===== config.mk =====
export PLATFORM = sky130hd
export DESIGN_NAME = flp_adder_multilane
export DESIGN_NICKNAME = d
export VERILOG_FILES = /design/src/rtl/flp_adder_multilane.sv
export SDC_FILE = /design/constraint.sdc
export NUM_CORES = 2
export LEC_CHECK = 0
export CAP_MARGIN = 20
export CORE_MARGIN = 2
export CORE_UTILIZATION = 50
export CTS_CLUSTER_SIZE = 10
export DETAILED_ROUTE_END_ITERATION = 8
export DONT_BUFFER_PORTS = 1
export GPL_ROUTABILITY_DRIVEN = 0
export PLACE_DENSITY = 0.7
export REMOVE_ABC_BUFFERS = 1
export SETUP_SLACK_MARGIN = 0.1
export SYNTH_ARGS = -nofsm -noshare
export SYNTH_HDL_FRONTEND = slang
export SYNTH_SLANG_ARGS = --single-unit

===== constraint.sdc =====
create_clock -name clk -period 51.6 [get_ports clk]
set_input_delay 10.32 -clock clk [delete_from_list [all_inputs] [get_ports clk]]
set_output_delay 10.32 -clock clk [all_outputs]
set_load 0.02 [all_outputs]

===== src/rtl/flp_adder_multilane.sv =====
// flp_adder_multilane: LANES independent IEEE-754 style adders/subtractors sharing one valid
// stream. Fully pipelined, one request per cycle, fixed latency of 4 cycles from the edge that
// samples in_valid to the edge that presents out_valid/result. Round-to-nearest-even,
// subnormals flushed to zero, sticky per-lane exception flags.
//
// Ports:
//   clk        rising-edge clock
//   rst        synchronous active-high reset (clears valids, result, flags)
//   in_valid   request valid, sampled every cycle
//   op_sub     per lane: 1 = a - b, 0 = a + b
//   a, b       operands, lane i at [i*W +: W], W = 1+EXP_BITS+SIG_BITS
//   result     registered results, held while out_valid = 0
//   out_valid  result valid
//   clr_flags  clears sticky flags; sampled on the same edge that registers a result, in which
//              case the flags become exactly that result's flags
//   flags      per lane {invalid, overflow, underflow, inexact} at [i*4 +: 4]
module flp_adder_multilane #(
    parameter int unsigned EXP_BITS = 11,
    parameter int unsigned SIG_BITS = 52,
    parameter int unsigned LANES    = 1
) (
    input  logic                                   clk,
    input  logic                                   rst,
    input  logic                                   in_valid,
    input  logic [LANES-1:0]                       op_sub,
    input  logic [LANES*(1+EXP_BITS+SIG_BITS)-1:0] a,
    input  logic [LANES*(1+EXP_BITS+SIG_BITS)-1:0] b,
    output logic [LANES*(1+EXP_BITS+SIG_BITS)-1:0] result,
    output logic                                   out_valid,
    input  logic                                   clr_flags,
    output logic [4*LANES-1:0]                     flags
);
    localparam int unsigned E   = EXP_BITS;
    localparam int unsigned M   = SIG_BITS;
    localparam int unsigned W   = 1 + E + M;
    localparam int unsigned MW  = M + 4;                      // hidden, fraction, G, R, S
    localparam int unsigned RW  = M + 2;                      // rounded significand + carry
    localparam int unsigned SHW = $clog2(M + 4);              // holds shift/lzc 0..M+3
    localparam int unsigned EW  = ((E > SHW) ? E : SHW) + 2;  // signed working exponent
    localparam logic [31:0] MAX_SH = 32'(M + 3);
    localparam logic [EW-1:0] EXP_ONES = {{(EW-E){1'b0}}, {E{1'b1}}};

    // ---------------- shared control ----------------
    logic             in_valid_d, in_valid_q;
    logic             s1_valid_d, s1_valid_q;
    logic             s2_valid_d, s2_valid_q;
    logic             s3_valid_d, s3_valid_q;
    logic             out_valid_d, out_valid_q;
    logic [LANES-1:0] op_sub_d, op_sub_q;
    logic [LANES*W-1:0] a_d, a_q, b_d, b_q;

    always_comb begin
        in_valid_d  = in_valid;
        s1_valid_d  = in_valid_q;
        s2_valid_d  = s1_valid_q;
        s3_valid_d  = s2_valid_q;
        out_valid_d = s3_valid_q;
        // Operands only load on a request to avoid needless toggling downstream.
        op_sub_d    = in_valid ? op_sub : op_sub_q;
        a_d         = in_valid ? a : a_q;
        b_d         = in_valid ? b : b_q;
    end

    always_ff @(posedge clk) begin
        if (rst) begin
            in_valid_q  <= 1'b0;
            s1_valid_q  <= 1'b0;
            s2_valid_q  <= 1'b0;
            s3_valid_q  <= 1'b0;
            out_valid_q <= 1'b0;
        end else begin
            in_valid_q  <= in_valid_d;
            s1_valid_q  <= s1_valid_d;
            s2_valid_q  <= s2_valid_d;
            s3_valid_q  <= s3_valid_d;
            out_valid_q <= out_valid_d;
        end
        op_sub_q <= op_sub_d;
        a_q      <= a_d;
        b_q      <= b_d;
    end

    assign out_valid = out_valid_q;

    // ---------------- per-lane datapath ----------------
    for (genvar i = 0; i < LANES; i++) begin : g_lane
        // S1: unpack, specials, swap so |large| >= |small|
        logic         sa, sb, sbe;
        logic [E-1:0] ea, eb;
        logic [M-1:0] fa, fb;
        logic         a_zero, b_zero, a_nan, b_nan, a_inf, b_inf, swap;
        logic [M:0]   siga, sigb;
        logic [E+M-1:0] mag_a, mag_b;

        logic         s1_sign_l_d, s1_sign_l_q, s1_eff_sub_d, s1_eff_sub_q;
        logic         s1_nan_d, s1_nan_q, s1_invalid_d, s1_invalid_q;
        logic         s1_inf_d, s1_inf_q, s1_inf_sign_d, s1_inf_sign_q;
        logic [E-1:0] s1_exp_l_d, s1_exp_l_q, s1_diff_d, s1_diff_q;
        logic [M:0]   s1_sig_l_d, s1_sig_l_q, s1_sig_s_d, s1_sig_s_q;

        assign {sa, ea, fa} = a_q[i*W +: W];
        assign {sb, eb, fb} = b_q[i*W +: W];

        always_comb begin
            sbe    = sb ^ op_sub_q[i];
            a_zero = (ea == '0);
            b_zero = (eb == '0);
            a_nan  = (&ea) & (|fa);
            b_nan  = (&eb) & (|fb);
            a_inf  = (&ea) & ~(|fa);
            b_inf  = (&eb) & ~(|fb);
            // Exponent 0 is flushed: hidden bit and fraction both dropped.
            siga   = a_zero ? '0 : {1'b1, fa};
            sigb   = b_zero ? '0 : {1'b1, fb};
            mag_a  = a_zero ? '0 : {ea, fa};
            mag_b  = b_zero ? '0 : {eb, fb};
            swap   = (mag_b > mag_a);

            s1_sign_l_d   = swap ? sbe : sa;
            s1_eff_sub_d  = sa ^ sbe;
            s1_exp_l_d    = swap ? eb : ea;
            s1_diff_d     = swap ? (eb - ea) : (ea - eb);
            s1_sig_l_d    = swap ? sigb : siga;
            s1_sig_s_d    = swap ? siga : sigb;
            s1_invalid_d  = a_inf & b_inf & (sa ^ sbe);
            s1_nan_d      = a_nan | b_nan | s1_invalid_d;
            s1_inf_d      = a_inf | b_inf;
            s1_inf_sign_d = a_inf ? sa : sbe;
        end

        // S2: align small operand, keep guard/round and an OR of everything shifted past them
        logic [31:0]  diff_ext;
        logic [SHW-1:0] sh;
        logic [M+2:0] s_ext, shifted, mask;
        logic         sticky;

        logic          s2_sign_l_d, s2_sign_l_q, s2_eff_sub_d, s2_eff_sub_q;
        logic          s2_nan_d, s2_nan_q, s2_invalid_d, s2_invalid_q;
        logic          s2_inf_d, s2_inf_q, s2_inf_sign_d, s2_inf_sign_q;
        logic [E-1:0]  s2_exp_l_d, s2_exp_l_q;
        logic [MW-1:0] s2_mag_l_d, s2_mag_l_q, s2_mag_s_d, s2_mag_s_q;

        always_comb begin
            diff_ext = 32'(s1_diff_q);
            sh       = (diff_ext > MAX_SH) ? MAX_SH[SHW-1:0] : diff_ext[SHW-1:0];
            s_ext    = {s1_sig_s_q, 2'b00};
            shifted  = s_ext >> sh;
            mask     = ~({(M+3){1'b1}} << sh);
            sticky   = |(s_ext & mask);

            s2_sign_l_d   = s1_sign_l_q;
            s2_eff_sub_d  = s1_eff_sub_q;
            s2_exp_l_d    = s1_exp_l_q;
            s2_mag_l_d    = {s1_sig_l_q, 3'b000};
            s2_mag_s_d    = {shifted, sticky};
            s2_nan_d      = s1_nan_q;
            s2_invalid_d  = s1_invalid_q;
            s2_inf_d      = s1_inf_q;
            s2_inf_sign_d = s1_inf_sign_q;
        end

        // S3: add/subtract magnitudes, leading-zero count, normalise
        logic [MW:0]    sum;
        logic [SHW-1:0] lz;
        logic           found;

        logic          s3_sign_d, s3_sign_q, s3_zero_d, s3_zero_q;
        logic          s3_nan_d, s3_nan_q, s3_invalid_d, s3_invalid_q;
        logic          s3_inf_d, s3_inf_q, s3_inf_sign_d, s3_inf_sign_q;
        logic [EW-1:0] s3_exp_d, s3_exp_q;
        logic [MW-1:0] s3_mant_d, s3_mant_q;

        always_comb begin
            if (s2_eff_sub_q) sum = {1'b0, s2_mag_l_q} - {1'b0, s2_mag_s_q};
            else              sum = {1'b0, s2_mag_l_q} + {1'b0, s2_mag_s_q};

            lz    = '0;
            found = 1'b0;
            for (int k = MW - 1; k >= 0; k--) begin
                if (!found) begin
                    if (sum[k]) found = 1'b1;
                    else        lz    = lz + SHW'(1);
                end
            end

            s3_zero_d = (sum == '0);
            // Exact cancellation yields +0; same-sign zero sums keep their sign.
            s3_sign_d = (s3_zero_d & s2_eff_sub_q) ? 1'b0 : s2_sign_l_q;
            if (sum[MW]) begin
                s3_mant_d = {sum[MW:2], sum[1] | sum[0]};
                s3_exp_d  = EW'(s2_exp_l_q) + EW'(1);
            end else begin
                s3_mant_d = sum[MW-1:0] << lz;
                s3_exp_d  = EW'(s2_exp_l_q) - EW'(lz);
            end
            s3_nan_d      = s2_nan_q;
            s3_invalid_d  = s2_invalid_q;
            s3_inf_d      = s2_inf_q;
            s3_inf_sign_d = s2_inf_sign_q;
        end

        // S4: round-nearest-even, range checks, pack, flags
        logic          rnd_up, carry, inexact;
        logic [RW-1:0] rounded;
        logic [M-1:0]  frac;
        logic [EW-1:0] exp_r;
        logic [W-1:0]  lane_res, res_d, res_q;
        logic [3:0]    lane_flg, flg_d, flg_q;

        always_comb begin
            rnd_up  = s3_mant_q[2] & (s3_mant_q[1] | s3_mant_q[0] | s3_mant_q[3]);
            rounded = {1'b0, s3_mant_q[MW-1:3]} + RW'(rnd_up);
            carry   = rounded[M+1];
            frac    = carry ? rounded[M:1] : rounded[M-1:0];
            exp_r   = s3_exp_q + EW'(carry);
            inexact = |s3_mant_q[2:0];

            lane_res = {s3_sign_q, exp_r[E-1:0], frac};
            lane_flg = {3'b000, inexact};
            if (s3_nan_q) begin
                lane_res = {1'b0, {E{1'b1}}, 1'b1, {(M-1){1'b0}}};
                lane_flg = {s3_invalid_q, 3'b000};
            end else if (s3_inf_q) begin
                lane_res = {s3_inf_sign_q, {E{1'b1}}, {M{1'b0}}};
                lane_flg = 4'b0000;
            end else if (s3_zero_q) begin
                lane_res = {s3_sign_q, {(W-1){1'b0}}};
                lane_flg = 4'b0000;
            end else if ($signed(exp_r) <= 0) begin
                lane_res = {s3_sign_q, {(W-1){1'b0}}};
                lane_flg = 4'b0011;
            end else if ($signed(exp_r) >= $signed(EXP_ONES)) begin
                lane_res = {s3_sign_q, {E{1'b1}}, {M{1'b0}}};
                lane_flg = 4'b0101;
            end

            res_d = s3_valid_q ? lane_res : res_q;
            if (clr_flags)       flg_d = s3_valid_q ? lane_flg : 4'b0000;
            else if (s3_valid_q) flg_d = flg_q | lane_flg;
            else                 flg_d = flg_q;
        end

        always_ff @(posedge clk) begin
            s1_sign_l_q   <= s1_sign_l_d;
            s1_eff_sub_q  <= s1_eff_sub_d;
            s1_exp_l_q    <= s1_exp_l_d;
            s1_diff_q     <= s1_diff_d;
            s1_sig_l_q    <= s1_sig_l_d;
            s1_sig_s_q    <= s1_sig_s_d;
            s1_nan_q      <= s1_nan_d;
            s1_invalid_q  <= s1_invalid_d;
            s1_inf_q      <= s1_inf_d;
            s1_inf_sign_q <= s1_inf_sign_d;

            s2_sign_l_q   <= s2_sign_l_d;
            s2_eff_sub_q  <= s2_eff_sub_d;
            s2_exp_l_q    <= s2_exp_l_d;
            s2_mag_l_q    <= s2_mag_l_d;
            s2_mag_s_q    <= s2_mag_s_d;
            s2_nan_q      <= s2_nan_d;
            s2_invalid_q  <= s2_invalid_d;
            s2_inf_q      <= s2_inf_d;
            s2_inf_sign_q <= s2_inf_sign_d;

            s3_sign_q     <= s3_sign_d;
            s3_zero_q     <= s3_zero_d;
            s3_exp_q      <= s3_exp_d;
            s3_mant_q     <= s3_mant_d;
            s3_nan_q      <= s3_nan_d;
            s3_invalid_q  <= s3_invalid_d;
            s3_inf_q      <= s3_inf_d;
            s3_inf_sign_q <= s3_inf_sign_d;

            if (rst) begin
                res_q <= '0;
                flg_q <= '0;
            end else begin
                res_q <= res_d;
                flg_q <= flg_d;
            end
        end

        assign result[i*W +: W] = res_q;
        assign flags[i*4 +: 4]  = flg_q;
    end

endmodule


* Yosys cells after proc, flatten, opt, wreduce, memory -nomap -nowiden
Cells that the tools add are included.
** Storage, ports and cells
- Flip-flop bits (word level) :: 537
- Input bits :: 133
- Output and inout port bits :: 69
- Logic and storage cells :: 387
** Operators by class
- $add $sub $neg :: 63
- $lt $le $gt $ge :: 4
- Shift-type cells :: 3
- Muxes and demuxes :: 248
- Bitwise logic cells :: 21
- Reduce and logical (&&, ||, !) cells :: 10
** Operators with widths (number)
- $mux 6 :: 111
- $add 6x1->6 const B :: 55
- $mux 63 :: 5
- $mux 53 :: 4
- $mux 64 :: 2
- $mux 1 :: 112
- $reduce_or 52->1 :: 2
- $gt 63x63->1 :: 1
- $add 56x56->57 :: 1
- $logic_not 57->1 :: 1
- $mux 57 :: 1
- $sub 56x56->57 :: 1
- $shl 56x6->56 :: 1
- $and 55x55->55 :: 1
- $mux 55 :: 1
- $not 55->55 :: 1
- $reduce_or 55->1 :: 1
- $shl 55x6->55 const A :: 1
- $shr 55x6->55 :: 1
- $add 53x1->54 :: 1
- $mux 52 :: 1
- $logic_not 11->1 :: 2
- $mux 11 :: 2
- $reduce_and 11->1 :: 2
- other kinds (17) :: 38

* Depth between registers and ports, before layout
- Depth after elaboration :: 170
- Gate-level depth with buffers :: 181
- Mapped depth without buffers :: 178

* Worst setup path before layout
Ideal clock, no wire load.
- Path kind :: flip-flop to flip-flop
- Start :: register g_lane[0].s2_mag_s_q[22]
- End :: register g_lane[0].s3_exp_q[11]
- Arrival time :: 30.387 ns
- Data required time :: 51.530 ns
- Path slack :: 21.143 ns
- Cell stages (with the launch flop) :: 176
- Path buffers :: 4
- Clock period less this slack :: 30.457 ns
- Path through :: dfxtp_1 -> inv_1 -> ha_1 -> buf_2 -> or4_1 -> or4_1 -> or2_1 -> nand2b_1 -> o211ai_2 -> a311oi_1 -> nor4_2 -> o22ai_4 -> nor2_2 -> nor2_1 -> ha_1 -> nand2_1 -> a31oi_1 -> ha_1 -> [140 not listed] -> xor2_1 -> nand2_1 -> xor2_1 -> nor2_1 -> xor2_1 -> inv_2 -> clkbuf_1 -> clkbuf_1 -> ha_1 -> inv_1 -> o21ai_0 -> and2_1 -> o21ai_0 -> nand2b_1 -> a2111oi_0 -> nand2b_1 -> nor4_1 -> o21bai_1
** Between the ends
- Cells in the longest elaborated chain, start to end :: 170
- Elaborated cells on any way between the ends :: 259
- Classes of those cells :: 58 x add/sub; 201 x mux
** RTL lines
- start, declared :: line 141 : logic [MW-1:0] s2_mag_l_d, s2_mag_l_q, s2_mag_s_d, s2_mag_s_q;
- start signal, assigned :: line 259 : s2_mag_s_q <= s2_mag_s_d;
- $add 56x56->57 or $sub 56x56->57 (tied branches) :: line 175, 174
- $mux 57 * :: line 174 : if (s2_eff_sub_q) sum = {1'b0, s2_mag_l_q} - {1'b0, s2_mag_s_q};
- $mux 1 :: line 181 : if (sum[k]) found = 1'b1;
- $add 6x1->6 :: line 182 : else lz = lz + SHW'(1);
- $mux 6 :: line 181
- $mux 6 :: line 180 : if (!found) begin
- $add 6x1->6 :: line 182
- $mux 6 :: line 181
- [155 not listed]
- $mux 6 :: line 181
- $mux 6 :: line 180
- $add 6x1->6 :: line 182
- $mux 6 :: line 181
- $mux 6 :: line 180
- $sub 11x6->12 :: line 194 : s3_exp_d = EW'(s2_exp_l_q) - EW'(lz);
- $mux 13 * :: line 189 : if (sum[MW]) begin
- named net g_lane[0].s3_exp_d[11] :: line 170 : logic [EW-1:0] s3_exp_d, s3_exp_q;
- end signal, assigned :: line 267 : s3_exp_q <= s3_exp_d;
- end, declared :: line 170
The timed path passes the listed nets; every way through them passes the cells marked *.
A chain may end at the register's enable or synchronous reset.

* Final worst setup path
- Start :: register g_lane[0].s2_mag_s_q[8]
- End :: register g_lane[0].s3_exp_q[11]
The elaborated chain is that of the path after synthesis.

==> impl_metrics.csv <==
group,metric,value,unit
outcome,outcome,"completed",
layout,fin_util,0.532,
cts,insertion_delay,0.63,ns
setup_path,cp_num_buf_inv,8,
logic_synthesis,synth-xor-area-share,0.0676,
logic_synthesis,synth_ff_type,"dfxtp_1",
cts,clkTransAtPathRegs,0.05,ns
layout,multi_input_area,28500,um^2
logic_synthesis,synth_top_family_by_area,"simple AND/OR/NAND/NOR gates",
setup_path,crit_arrival,36.93,ns
setup_path,slowest_stage,"o21ai_1",
placed_design,numPortBuffers,0,
logic_synthesis,yosysUniqueCellTypes,117,
floorplanning,core,84900,um^2
logic_synthesis,ys_seq_elements,537,
power_and_ir_drop,peakVddDrop,0.0310,mV
setup_path,critPathMaxFanout,78,
route,drt-pass1-iter-count,9,
global_route,grt_first_pass_wirelength,215000,um
setup_path,critPathTopFamily,"compound AO/OA/AOI/OAI gates",
logic_synthesis,synth_compound_area_frac,0.216,
sta,timing.setup.tns,0,ns
layout,stdcell_area,45200,um^2
setup_path,start_kind,"register",
worst_hold_path,min_path_type,"reg -> reg",
sta,setup_violations,0,
floorplanning,row_count,107,
setup_path,critPathRequiredTime,52.15,ns
sta,fmax,27.5,MHz
floorplanning,die_h,296,um
logic_synthesis,yosysSeqAreaShare,0.282,
setup_path,cpMostUsedCell,"ha_1",
cts,cts_buffer_depth,3,
route,vias,41500,
job,drv_cap,0,
sta,rsz0062_at_grt,"no",
sta,worstMarginPinSlew,1.21,ns
setup_path,end_kind,"register",
cts,cts_setup_buffers,0,
logic_synthesis,syn_area_per_cell,7.83,um^2
sta,skew,0.0169,ns
logic_synthesis,muxShareOfSynthArea,0.0732,
route,drt_first_iter_violations,5444,
sta,slew_viol_final,0,
route,postRouteAntennaNets,0,
placed_design,placed_cell_area,43500,um^2
global_route,antenna_found_initial,5,
layout,antenna_cells,0,
layout,layout.nets,5668,
placed_design,hpwl,110000,um
logic_synthesis,synth_cells,5453,
route,routed_wl,141000,um
floorplanning,dieArea,87800,um^2
sta,slew_headroom,0.187,
cts,cts_max_level,2,
cts,cts_buffers,61,
sta,hold_violations,0,
cts,tritoncts,"done",
cts,holdBufCountCts,0,
logic_synthesis,yosys.area_share.simple,0.234,
cts,root_buffer,"clkbuf_16",
global_route,gr-total-overflow,0,
global_route,grt_max_degree,131,
power_and_ir_drop,p_leak,17.9,nW
route,viasPerCell,6.43,
cts,post_cts_resized,0,
floorplanning,initial_core_util,0.503,
layout,syn2layout_area_growth,5.82,%
route,drt-wirelength-per-cell,21.9,um
logic_synthesis,synth-edff-count,129,
floorplanning,io_pins,202,
logic_synthesis,ys_warn_count,0,
power_and_ir_drop,powerDensity,47.0,nW/um^2
sta,min_period_over_period,0.705,
layout,drive_gt1_frac,0.0582,
setup_path,crit_type,"reg -> reg",
cts,clock_sinks,537,
layout,ff_latch_area,12000,um^2
global_route,track_usage,0.311,
logic_synthesis,syn-cell-area,42700,um^2
sta,min_period,36.39,ns
floorplanning,die_width,296,um
logic_synthesis,async_flop_share,0,
route,drc,0,
setup_path,max_stage_delay,0.80,ns
logic_synthesis,synthAdderAreaFrac,0.0756,
layout,nFillCells,8044,
global_route,grt_pass1_vias,37800,
[through the flow]
step                instances  total power, mW  hold slack (ns)  setup slack, ns
finish                   6451             2.12            0.320            15.21
global route             6451             2.24            0.326            12.49
CTS                      6449             2.07            0.322            15.97
detailed placement       6359             1.69            0.312            16.15
global placement         6359             1.67            0.310            17.31
floorplan                5153             1.35            0.310            17.07
[power breakdown]
group | switching [mW] | internal (mW)
combinational | 0.774 | 0.383
sequential | 0.0772 | 0.509
clock | 0.157 | 0.224
total | 1.01 | 1.12
[sequential cells by signal, indices dropped and copies added, names as in the netlist, 4 cells and up]
signal,count
g_lane.s2_mag_s_q,56
a_q,64
g_lane.s3_exp_q,13
g_lane.s1_sig_s_q,53
result,64
g_lane.s1_diff_q,11
g_lane.s2_mag_l_q,53
g_lane.s1_sig_l_q,53
flags,4
g_lane.s2_exp_l_q,11
g_lane.s3_mant_q,56
b_q,64
g_lane.s1_exp_l_q,11
[cells in the final DEF (no fill, tap or decap), drive strengths merged, types with 14 or more instances in the layout]
| master | instances |
|---|---|
| nor3b | 14 |
| or3 | 30 |
| nand2 | 665 |
| dfxtp | 408 |
| o22ai | 52 |
| a21oi | 401 |
| ha | 251 |
| mux4 | 24 |
| nor2 | 494 |
| inv | 253 |
| nand3 | 213 |
| a21o | 55 |
| nor3 | 131 |
| edfxtp | 129 |
| o31ai | 48 |
| nand4 | 102 |
| xnor3 | 14 |
| mux2 | 24 |
| a31oi | 64 |
| a211oi | 53 |
| a2111oi | 17 |
| nor2b | 105 |
| o21ai | 427 |
| nand2b | 62 |
| o21bai | 21 |
| xor2 | 92 |
| o21a | 27 |
| a221oi | 19 |
| and3 | 46 |
| or2 | 30 |
| xnor2 | 169 |
| a22oi | 32 |
| and2 | 41 |
| buf | 63 |
| o221ai | 25 |
| nor4 | 100 |
| clkbuf | 88 |
| o211ai | 61 |
| or4 | 19 |
| mux2i | 229 |
[Yosys cell counts (24+ instances only)]
| cell | instances | area [um^2] |
|---|---|---|
| nand2b_1 | 62 | 388 |
| nand4_1 | 102 | 638 |
| edfxtp_1 | 129 | 3870 |
| a31oi_1 | 63 | 394 |
| nor2_1 | 492 | 1850 |
| xor2_1 | 88 | 771 |
| o21a_1 | 26 | 195 |
| ha_1 | 251 | 3140 |
| a22oi_1 | 32 | 240 |
| or2_2 | 25 | 156 |
| nor2b_1 | 105 | 657 |
| mux4_2 | 24 | 541 |
| nor3_1 | 127 | 636 |
| o31ai_1 | 47 | 353 |
| nand2_1 | 663 | 2490 |
| xnor2_1 | 154 | 1350 |
| and2_1 | 41 | 257 |
| and3_1 | 46 | 288 |
| o21ai_1 | 24 | 120 |
| nor4_1 | 93 | 582 |
| or3_1 | 30 | 188 |
| o22ai_1 | 51 | 319 |
| o211ai_1 | 59 | 443 |
| o21ai_0 | 403 | 2020 |
| mux2i_1 | 227 | 2270 |
| clkbuf_1 | 212 | 796 |
| nand3_1 | 213 | 1070 |
| a21oi_1 | 398 | 1990 |
| dfxtp_1 | 408 | 8170 |
| a21o_1 | 55 | 413 |
| inv_1 | 248 | 931 |
| a211oi_1 | 50 | 375 |
| buf_2 | 45 | 225 |
[worst reg2reg max path: cells and delay by family (launching register included)]
family                   cells  cell delay [ns]
AO/OA/AOI/OAI               62            12.55
XOR/XNOR                     5             0.95
adder cells (fa/ha/maj)     34            11.00
buffers and inverters        8             1.91
flip-flops                   1             0.32
multiplexers                12             2.48
AND/OR/NAND/NOR             51             7.15
[worst paths after layout]
path,slack (ns),to,startpoint,cells past startpoint
worst max-delay path,15.21,g_lane[0].s3_exp_q[11]$_DFF_P_,g_lane[0].s2_mag_s_q[8]$_DFF_P_,172
worst min register to register,0.32,g_lane[0].s2_exp_l_q[0]$_DFF_P_,g_lane[0].s1_exp_l_q[0]$_DFF_P_,0
worst max register to register,15.21,g_lane[0].s3_exp_q[11]$_DFF_P_,g_lane[0].s2_mag_s_q[8]$_DFF_P_,172
worst min-delay path,0.32,g_lane[0].s2_exp_l_q[0]$_DFF_P_,g_lane[0].s1_exp_l_q[0]$_DFF_P_,0
[cell families (layout without fill, tap and decap cells)]
logic type | count (synthesis) | in the layout
buffers and inverters | 556 | 410
adder cells (fa/ha/maj) | 256 | 256
flip-flops | 537 | 537
AO/OA/AOI/OAI | 1460 | 1460
AND/OR/NAND/NOR | 2090 | 2090
multiplexers | 277 | 277
XOR/XNOR | 277 | 277
[final cells by class]
class / instances / share of cell area
clock inverter: 3 / 0.000498
clock buffer: 87 / 0.0378
sequential: 537 / 0.267
tap: 1144 / 0.0317
multi-input combinational: 4360 / 0.632
timing repair buffer: 64 / 0.0106
inverter: 256 / 0.0213
[per-layer routing]
| metal | GRT usage | wire length (um) |
|---|---|---|
| met3 | 0.0596 | 14200 |
| met5 | 0 | 0 |
| met2 | 0.481 | 61100 |
| met4 | 0.171 | 9140 |
| met1 | 0.408 | 56800 |
No activity file was read; power rests on OpenSTA's default activity.
